$ cat src/rtl/krv_uart_pkg.sv
// Shared UART definitions: FSM state encoding, frame geometry and parity modes
// used by both the receiver and the transmitter.
package krv_uart_pkg;

  localparam int unsigned UART_OVS_DEFAULT = 16;
  localparam int unsigned UART_DATA_BITS   = 8;

  typedef enum logic [2:0] {
    ST_IDLE   = 3'd0,
    ST_START  = 3'd1,
    ST_DATA   = 3'd2,
    ST_PARITY = 3'd3,
    ST_STOP   = 3'd4
  } uart_state_e;

  typedef enum logic {
    PARITY_EVEN = 1'b0,
    PARITY_ODD  = 1'b1
  } parity_mode_e;

  // Parity bit a transmitter appends for the given data and mode.
  function automatic logic uart_parity_bit(input logic [UART_DATA_BITS-1:0] data,
                                           input logic                      odd);
    return (^data) ^ (parity_mode_e'(odd) == PARITY_ODD);
  endfunction

endpackage

$ cat src/rtl/krv_uart_baud_tick.sv
// Oversample tick generator: divisor down-counter with a synchronous reload so
// sampling can be re-aligned to a detected start edge.
module krv_uart_baud_tick #(
  parameter int unsigned DIV_WIDTH = 16
) (
  input  logic                 clk_i,
  input  logic                 rst_ni,
  input  logic [DIV_WIDTH-1:0] div_i,
  input  logic                 reload_i,
  output logic                 tick_o
);

  logic [DIV_WIDTH-1:0] cnt_q, cnt_d;
  logic [DIV_WIDTH-1:0] load_val;

  always_comb begin
    load_val = (div_i == '0) ? '0 : div_i - DIV_WIDTH'(1);
    cnt_d    = cnt_q;
    if (reload_i || cnt_q == '0) begin
      cnt_d = load_val;
    end else begin
      cnt_d = cnt_q - DIV_WIDTH'(1);
    end
  end

  always_ff @(posedge clk_i) begin
    if (!rst_ni) begin
      cnt_q <= '0;
    end else begin
      cnt_q <= cnt_d;
    end
  end

  assign tick_o = (cnt_q == '0);

endmodule

$ cat src/rtl/krv_uart_rx.sv
// UART receiver: 8N1/8E1/8O1 frames with OVS-times oversampling, delivered to
// the bus through a one-entry holding register with valid/ready handshake.
module krv_uart_rx
  import krv_uart_pkg::*;
#(
  parameter int unsigned DIV_WIDTH   = 16,
  parameter int unsigned OVS         = UART_OVS_DEFAULT,
  parameter int unsigned SYNC_STAGES = 2
) (
  input  logic                 cpu_clk,
  input  logic                 porn,
  input  logic [DIV_WIDTH-1:0] baud_div,
  input  logic                 rx_en,
  input  logic                 parity_en,
  input  logic                 parity_odd,
  input  logic                 uart_rx,
  output logic [7:0]           rx_data,
  output logic                 rx_valid,
  input  logic                 rx_ready,
  output logic                 frame_err,
  output logic                 parity_err,
  output logic                 overrun,
  input  logic                 ovr_clr,
  output logic                 rx_busy
);

  localparam int unsigned TW = $clog2(OVS);
  localparam int unsigned BW = $clog2(UART_DATA_BITS);
  localparam logic [TW-1:0] HALF_LAST = TW'(OVS / 2 - 1);
  localparam logic [TW-1:0] FULL_LAST = TW'(OVS - 1);
  localparam logic [BW-1:0] BIT_LAST  = BW'(UART_DATA_BITS - 1);

  logic [SYNC_STAGES-1:0]    sync_q;
  logic                      rxs, rxs_d_q;
  logic                      tick, reload;

  uart_state_e               state_q, state_d;
  logic [TW-1:0]             tcnt_q, tcnt_d;
  logic [BW-1:0]             bit_q, bit_d;
  logic [UART_DATA_BITS-1:0] shift_q, shift_d;
  logic                      perr_q, perr_d;

  logic                      done_q, done_d;
  logic [UART_DATA_BITS-1:0] pdata_q, pdata_d;
  logic                      pferr_q, pferr_d, pperr_q, pperr_d;

  logic [UART_DATA_BITS-1:0] data_q, data_d;
  logic                      valid_q, valid_d;
  logic                      ferr_q, ferr_d, perr_out_q, perr_out_d;
  logic                      ovr_q, ovr_d;
  logic                      rd, ovr_set, full_pt;

  krv_uart_baud_tick #(.DIV_WIDTH(DIV_WIDTH)) u_baud (
    .clk_i    (cpu_clk),
    .rst_ni   (porn),
    .div_i    (baud_div),
    .reload_i (reload),
    .tick_o   (tick)
  );

  assign rxs = sync_q[SYNC_STAGES-1];

  always_comb begin
    state_d = state_q;
    tcnt_d  = tcnt_q;
    bit_d   = bit_q;
    shift_d = shift_q;
    perr_d  = perr_q;
    done_d  = 1'b0;
    pdata_d = pdata_q;
    pferr_d = pferr_q;
    pperr_d = pperr_q;
    reload  = 1'b0;
    full_pt = tick && (tcnt_q == FULL_LAST);

    unique case (state_q)
      ST_IDLE: begin
        if (rx_en && rxs_d_q && !rxs) begin
          state_d = ST_START;
          tcnt_d  = '0;
          reload  = 1'b1;
        end
      end
      ST_START: begin
        if (tick) begin
          if (tcnt_q == HALF_LAST) begin
            tcnt_d = '0;
            if (!rxs) begin
              state_d = ST_DATA;
              bit_d   = '0;
              perr_d  = 1'b0;
            end else begin
              state_d = ST_IDLE;
            end
          end else begin
            tcnt_d = tcnt_q + TW'(1);
          end
        end
      end
      ST_DATA: begin
        if (full_pt) begin
          shift_d = {rxs, shift_q[UART_DATA_BITS-1:1]};
          bit_d   = bit_q + BW'(1);
          if (bit_q == BIT_LAST) begin
            state_d = parity_en ? ST_PARITY : ST_STOP;
          end
        end
      end
      ST_PARITY: begin
        if (full_pt) begin
          perr_d  = (rxs != uart_parity_bit(shift_q, parity_odd));
          state_d = ST_STOP;
        end
      end
      ST_STOP: begin
        if (full_pt) begin
          state_d = ST_IDLE;
          done_d  = 1'b1;
          pdata_d = shift_q;
          pferr_d = !rxs;
          pperr_d = perr_q;
        end
      end
      default: state_d = ST_IDLE;
    endcase

    // Counting in the bit states wraps naturally at OVS ticks.
    if (tick && (state_q == ST_DATA || state_q == ST_PARITY || state_q == ST_STOP)) begin
      tcnt_d = full_pt ? '0 : tcnt_q + TW'(1);
    end

    if (!rx_en) begin
      state_d = ST_IDLE;
      done_d  = 1'b0;
    end
  end

  always_comb begin
    rd         = valid_q && rx_ready;
    data_d     = data_q;
    valid_d    = valid_q;
    ferr_d     = ferr_q;
    perr_out_d = perr_out_q;
    ovr_set    = 1'b0;
    if (done_q) begin
      if (!valid_q || rd) begin
        data_d     = pdata_q;
        ferr_d     = pferr_q;
        perr_out_d = pperr_q;
        valid_d    = 1'b1;
      end else begin
        ovr_set = 1'b1;
      end
    end else if (rd) begin
      valid_d    = 1'b0;
      ferr_d     = 1'b0;
      perr_out_d = 1'b0;
    end
    ovr_d = ovr_set ? 1'b1 : (ovr_clr ? 1'b0 : ovr_q);
  end

  always_ff @(posedge cpu_clk) begin
    if (!porn) begin
      sync_q     <= '1;
      rxs_d_q    <= 1'b1;
      state_q    <= ST_IDLE;
      tcnt_q     <= '0;
      bit_q      <= '0;
      shift_q    <= '0;
      perr_q     <= 1'b0;
      done_q     <= 1'b0;
      pdata_q    <= '0;
      pferr_q    <= 1'b0;
      pperr_q    <= 1'b0;
      data_q     <= '0;
      valid_q    <= 1'b0;
      ferr_q     <= 1'b0;
      perr_out_q <= 1'b0;
      ovr_q      <= 1'b0;
    end else begin
      sync_q     <= (sync_q << 1) | SYNC_STAGES'(uart_rx);
      rxs_d_q    <= rxs;
      state_q    <= state_d;
      tcnt_q     <= tcnt_d;
      bit_q      <= bit_d;
      shift_q    <= shift_d;
      perr_q     <= perr_d;
      done_q     <= done_d;
      pdata_q    <= pdata_d;
      pferr_q    <= pferr_d;
      pperr_q    <= pperr_d;
      data_q     <= data_d;
      valid_q    <= valid_d;
      ferr_q     <= ferr_d;
      perr_out_q <= perr_out_d;
      ovr_q      <= ovr_d;
    end
  end

  assign rx_data    = data_q;
  assign rx_valid   = valid_q;
  assign frame_err  = ferr_q;
  assign parity_err = perr_out_q;
  assign overrun    = ovr_q;
  assign rx_busy    = (state_q != ST_IDLE);

endmodule
$ cat config.mk
export PLATFORM = sky130hd
export DESIGN_NAME = krv_uart_rx
export DESIGN_NICKNAME = d
export VERILOG_FILES = /design/src/rtl/krv_uart_pkg.sv /design/src/rtl/krv_uart_baud_tick.sv /design/src/rtl/krv_uart_rx.sv
export SDC_FILE = /design/constraint.sdc
export NUM_CORES = 1
export LEC_CHECK = 0
export BUFFER_PORTS_ARGS = -buffer_cell sky130_fd_sc_hd__buf_2
export CAP_MARGIN = 0
export CELL_PAD_IN_SITES_DETAIL_PLACEMENT = 2
export CELL_PAD_IN_SITES_GLOBAL_PLACEMENT = 2
export CORE_MARGIN = 4
export CORE_UTILIZATION = 38
export DETAILED_ROUTE_END_ITERATION = 6
export PLACE_DENSITY_LB_ADDON = 0.08
export SLEW_MARGIN = 30
export SYNTH_ARGS = -nofsm -noshare
export SYNTH_HDL_FRONTEND = slang
export SYNTH_SLANG_ARGS = --single-unit
$ cat constraint.sdc
create_clock -name cpu_clk -period 6.87 [get_ports cpu_clk]
set_input_delay 1.374 -clock cpu_clk [delete_from_list [all_inputs] [get_ports cpu_clk]]
set_output_delay 1.374 -clock cpu_clk [all_outputs]
set_load 0.1 [all_outputs]
---- Word level (Yosys, flattened, before mapping) ----
Index checks and enable logic that the tools add are counted.
storage, ports and cells
  bits of input ports ..................... 24
  output and inout port bits .............. 13
  logic and storage cells ................. 115
  register bits after elaboration ......... 61
cells by class
  mux-type cells .......................... 42
  equality and inequality tests ........... 19
  reductions and logical operators ........ 31
  add/sub/neg operators ................... 4
  bitwise logic cells ..................... 2
operators with widths
  kind                                                                  count
  3-bit 2-to-1 mux                                                      12
  16-bit zero test                                                      2
  16-bit 2-to-1 mux                                                     2
  16-bit by 1-bit subtractor with 16-bit output, second input constant  2
  4-bit 2-to-1 mux                                                      5
  1-bit 2-to-1 mux                                                      18
  2-bit inequality test, second input constant                          8
  3-bit one-hot mux with 5 select lines                                 1
  2-bit AND reduction                                                   5
  5-bit AND reduction                                                   2
  4-bit one-hot mux with 2 select lines                                 1
  2-bit nonzero test                                                    4
  8-bit parity                                                          1
  7-bit AND reduction                                                   1
  3-bit by 2-bit == test with 1-bit output, second input constant       2
  3-bit == test, second input constant                                  2
  3-bit inequality test, second input constant                          2
  3-bit one-hot mux with 2 select lines                                 1
  3-bit AND reduction                                                   2
  3-bit nonzero test                                                    2
  1-bit logical AND                                                     5
  4-bit by 1-bit adder with 4-bit output, second input constant         1
  4-bit by 3-bit == test with 1-bit output, second input constant       1
  4-bit == test, second input constant                                  1
  11 further kinds                                                      15

---- Depth between registers and ports, before layout ----
  depth after elaboration ................. 6
  gate-level depth with buffers ........... 9
  mapped depth without buffers ............ 7

---- By module ----
From an unflattened synthesis, not the netlist that was laid out.
unflattened totals
  cell total of the unflattened synthesis .. 396
  area, all modules ....................... 3,344.5 µm²
modules (own cells, without submodules)
  module              cells each  sequential area each (µm²)  instances  area each (µm²)
  krv_uart_rx         244         900.9                       1          2,117.0
  krv_uart_baud_tick  152         320.3                       1          1,227.4

---- Worst setup path after synthesis ----
OpenSTA, ideal clock, no wires.
  path type ............................... input to register
  from .................................... in baud_div[0]
  to ...................................... reg u_baud.cnt_q[5]
  buffers on the path ..................... 2
  library setup time ...................... 0.115 ns
  data required time ...................... 6.755 ns
  stages .................................. 9
  arrival time ............................ 3.152 ns
  setup slack ............................. 3.603 ns
  cell sequence ........................... inv_1 ha_1 or4b_1 buf_2 or3_4 o2bb2ai_4 buf_2 nor2_1 o21a_1
between the ends
  cells in the longest elaborated chain, start to end .. 3
  elaborated cells on any way between the ends .. 4
  those cells by class .................... add/sub (1); mux (2); reduce/logical (1)
ends and longest elaborated chain
  element                                                                            RTL line                  RTL
  start, declared                                                                    krv_uart_rx.sv:12         input logic [DIV_WIDTH-1:0] baud_div,
  16-bit by 1-bit subtractor with 16-bit output or 16-bit zero test (tied branches)  krv_uart_baud_tick.sv:17  load_val = (div_i == '0) ? '0 : div_i - DIV_WIDTH'(1);
  16-bit 2-to-1 mux (*)                                                              krv_uart_baud_tick.sv:17
  16-bit 2-to-1 mux (*)                                                              krv_uart_baud_tick.sv:19  if (reload_i || cnt_q == '0) begin
  end signal, assigned                                                               krv_uart_baud_tick.sv:30  cnt_q <= cnt_d;
  end, declared                                                                      krv_uart_baud_tick.sv:13  logic [DIV_WIDTH-1:0] cnt_q, cnt_d;
Mark *: on every way between the ends. The rest lies on a longest branch, timed or not.
A chain may end at the register's enable or synchronous reset.

---- Worst setup path in the final report ----
  from .................................... in baud_div[0]
  to ...................................... reg u_baud.cnt_q[7]
Same word-level chain as after synthesis.

==> out/results.tsv <==
metric	value	unit
status	finished clean	
reg-to-reg endpoint	u_baud.cnt_q[10]	
antenna violations before repair	0	
WP data arrival	3.44	ns
Row Count	33	
Placer Congestion	0.769	
final antenna diode count	0	
WL/cell	18.2	um
Worst VDD drop	0.124	mV
Reg clk slew, reported paths	0.08	ns
WS Path Type	in2reg	
syn avg cell area	8.63	sq um
slowest CP cell	or4b_1	
Final Critical Period	3.25	ns
Yosys warnings	0	
DRT antenna net count	0	
Main synth FF type	dfxtp_1	
area share of the largest cell type after synthesis	38.3	%
Leak Pwr	1.44	nW
Worst Hold Class	reg2reg	
RSZ-0062 raised after global routing	no	
synthesis-to-layout area growth	13.3	%
post-synthesis register bit count	61	
TritonRoute pass-1 iters	4	
CTS buffer count	9	
Area contributors post-synth	dfxtp_1 (38%), nor2_1 (5.7%), mux2i_1 (5.3%)	
DRC viols	0	
CTS sink count	61	
CORE AREA	8180	sq um
nets@finish	428	
Syn Nets	399	
Hold Path End	sync_q[1]	
fmax	308	MHz
Max Clock Skew	0.0156	ns
Synth area leader	dfxtp_1	
largest net degree at the start of global routing	46	
CP peak stage delay	0.58	ns
period utilisation layout	47.3	%
Inst Count DP	492	
Rel. slew slack	46.3	%
Fin. Hold Viols	0	
post-CTS sizing	0	
Die X-Extent	99.5	um
final setup violating endpoints	0	
ys async rst share	0	%
Max FO, Critical Path	15	
cts hold-fix bufs	0	
cell count of the worst hold path	1	
first-pass GRT wire length	15400	um
placed instance area	3430	sq um
clk_lat worst skew	0.35	ns
critical path required time	7.06	ns
full die area	9910	sq um
worst hold path startpoint	sync_q[0]	
starting density of the core	39.0	%
synthesized area	3180	sq um
MaxCap Viol Count	0	
Syn Inst Count	369	
DP HPWL	6320	um
Iter 0 DRT Violations	65	
reg2reg start	u_baud.cnt_q[4]	
Core Util, Final	44.1	%
Layout Cells excl Fill	508	
grt ovf	0	
crit end category	register	
reg2reg path depth	5	
EDFF count, synth	0	
share of layout cells above drive strength 1	16.1	%
Detailed Route WL	9240	um
CTS H-Tree Depth	3	
slew of the pin with the lowest slew margin	0.804	ns
Slew Viols, Final	0	
post-synthesis sequential area ratio	38.3	%
PortBufs	36	
die height	99.5	um
design area	3610	sq um
vias in the first global route	3008	
critical-path cell list	buf_2 -> inv_1 -> ha_1 -> or4b_1 -> or3_4 -> o2bb2ai_4 -> o22a_1 -> nor2_1	
TritonCTS clock tree	built	
vias	2866	
vias per cell	5.64	
R2R setup slack	4.33	ns
root buffer cell	clkbuf_8	
Yosys cell types	51	
CTS max path bufs	2	
setup TNS	0	ns
setup bufs post-CTS	0	
worst hold slack	0.424	ns
Worst setup SP type	input pin	
All-Layer GR Usage	19.5	%
PD cells	321	nW/um^2
I/O Pins	37	
[layout by cell type, fill, tap and decap left out, types with 3 or more instances in the layout]
cell type  instances
dfxtp_1           61
nor2_1            48
buf_2             36
nand2_1           30
a21oi_1           30
xnor2_1           18
mux2i_1           17
nand3_1           15
o21ai_0           11
clkbuf_8          10
or4_1              9
o21a_1             9
or3_1              8
nor4_1             8
o22a_1             8
o31ai_1            7
inv_1              6
xor2_1             6
ha_1               6
nand2b_1           5
nor3b_1            4
nor2b_1            4
or4_4              3
nand4_1            3
[routing by layer]
layer	up-vias	wire length (um)	GRT usage (%)
li1	1399	-	-
met5	-	0	0
met1	1407	4410	25.3
met2	48	4360	32.2
met4	0	193	8.40
met3	12	270	2.73
[final cells by class]
| type | count | area (sq um) |
|---|---|---|
| timing repair buffer | 36 | 180 |
| tap | 105 | 131 |
| sequential | 61 | 1220 |
| fill | 964 | 4570 |
| clock inverter | 6 | 45.0 |
| clock buffer | 10 | 138 |
| inverter | 7 | 26.3 |
| multi-input combinational | 283 | 1870 |
[power by group]
| group | switching [mW] | internal (mW) |
|---|---|---|
| sequential | 0.0612 | 0.394 |
| clock | 0.159 | 0.143 |
| combinational | 0.220 | 0.180 |
[sequential cells by signal, indices dropped and copies added, names as in the netlist, 2 cells and up]
register and flops:
sync_q 2, shift_q 8, u_baud.cnt_q 16, rx_data 8, tcnt_q 4, pdata_q 8
state_q 3, bit_q 3
[metrics by stage]
| step | setup slack, ns | power, mW |
|---|---|---|
| 3_5_place_dp | 3.28 | 0.849 |
| 2_1_floorplan | 3.60 | 0.756 |
| 3_3_place_gp | 3.32 | 0.832 |
| 4_1_cts | 3.64 | 1.17 |
| 6_report | 3.62 | 1.16 |
| 5_1_grt | 3.52 | 1.22 |
[synth_stat cells (2+ instances only)]
| library cell | n |
|---|---|
| or3_1 | 8 |
| o31ai_1 | 7 |
| o22ai_1 | 2 |
| or4_1 | 9 |
| dfxtp_1 | 61 |
| o2111ai_1 | 2 |
| ha_1 | 6 |
| or4_4 | 3 |
| nor3b_1 | 4 |
| o21ai_0 | 11 |
| nor2b_1 | 4 |
| nor4_1 | 8 |
| a32oi_1 | 2 |
| xor2_1 | 6 |
| nor2_1 | 48 |
| o41ai_1 | 2 |
| xnor2_1 | 18 |
| or3_4 | 2 |
| nand3_1 | 15 |
| mux2i_1 | 17 |
| clkbuf_1 | 16 |
| a21oi_1 | 30 |
| inv_1 | 6 |
| or4b_1 | 2 |
| nand2_1 | 30 |
| buf_2 | 2 |
| o21a_1 | 9 |
| o22a_1 | 8 |
| a31oi_1 | 2 |
| nand4b_1 | 2 |
| nand2b_1 | 5 |
| nand4_1 | 3 |
[cells by family (layout without fill, tap and decap cells)]
| group | Yosys count | after routing | share of synthesized area (%) |
|---|---|---|---|
| and+or+nand+nor | 155 | 155 | 26.8 |
| AOI/OAI and AO/OA | 80 | 80 | 16.8 |
| DFF | 61 | 61 | 38.3 |
| xor gates and xnor gates | 25 | 25 | 7.31 |
| buffers and inverters | 25 | 59 | 3.03 |
| muxes | 17 | 17 | 5.34 |
| adders and majority gates | 6 | 6 | 2.36 |
[critical path, delay by kind of cell]
family | cells | cell delay, ns
adders and majority gates | 1 | 0.19
and+or+nand+nor | 3 | 1.06
buffers and inverters | 2 | 0.17
AOI/OAI and AO/OA | 2 | 0.63
[worst max-delay path by stage]
stage | to | depth (start not counted) | startpoint | slack (ns)
after global placement | u_baud.cnt_q[8] | 8 | baud_div[0] | 3.32
final | u_baud.cnt_q[7] | 8 | baud_div[0] | 3.62
after floorplan | u_baud.cnt_q[5] | 9 | baud_div[0] | 3.60
after CTS | u_baud.cnt_q[7] | 8 | baud_div[0] | 3.64
after detailed placement | u_baud.cnt_q[7] | 8 | baud_div[0] | 3.28
after global routing | u_baud.cnt_q[6] | 8 | baud_div[0] | 3.52
No activity file was read; power rests on OpenSTA's default activity.
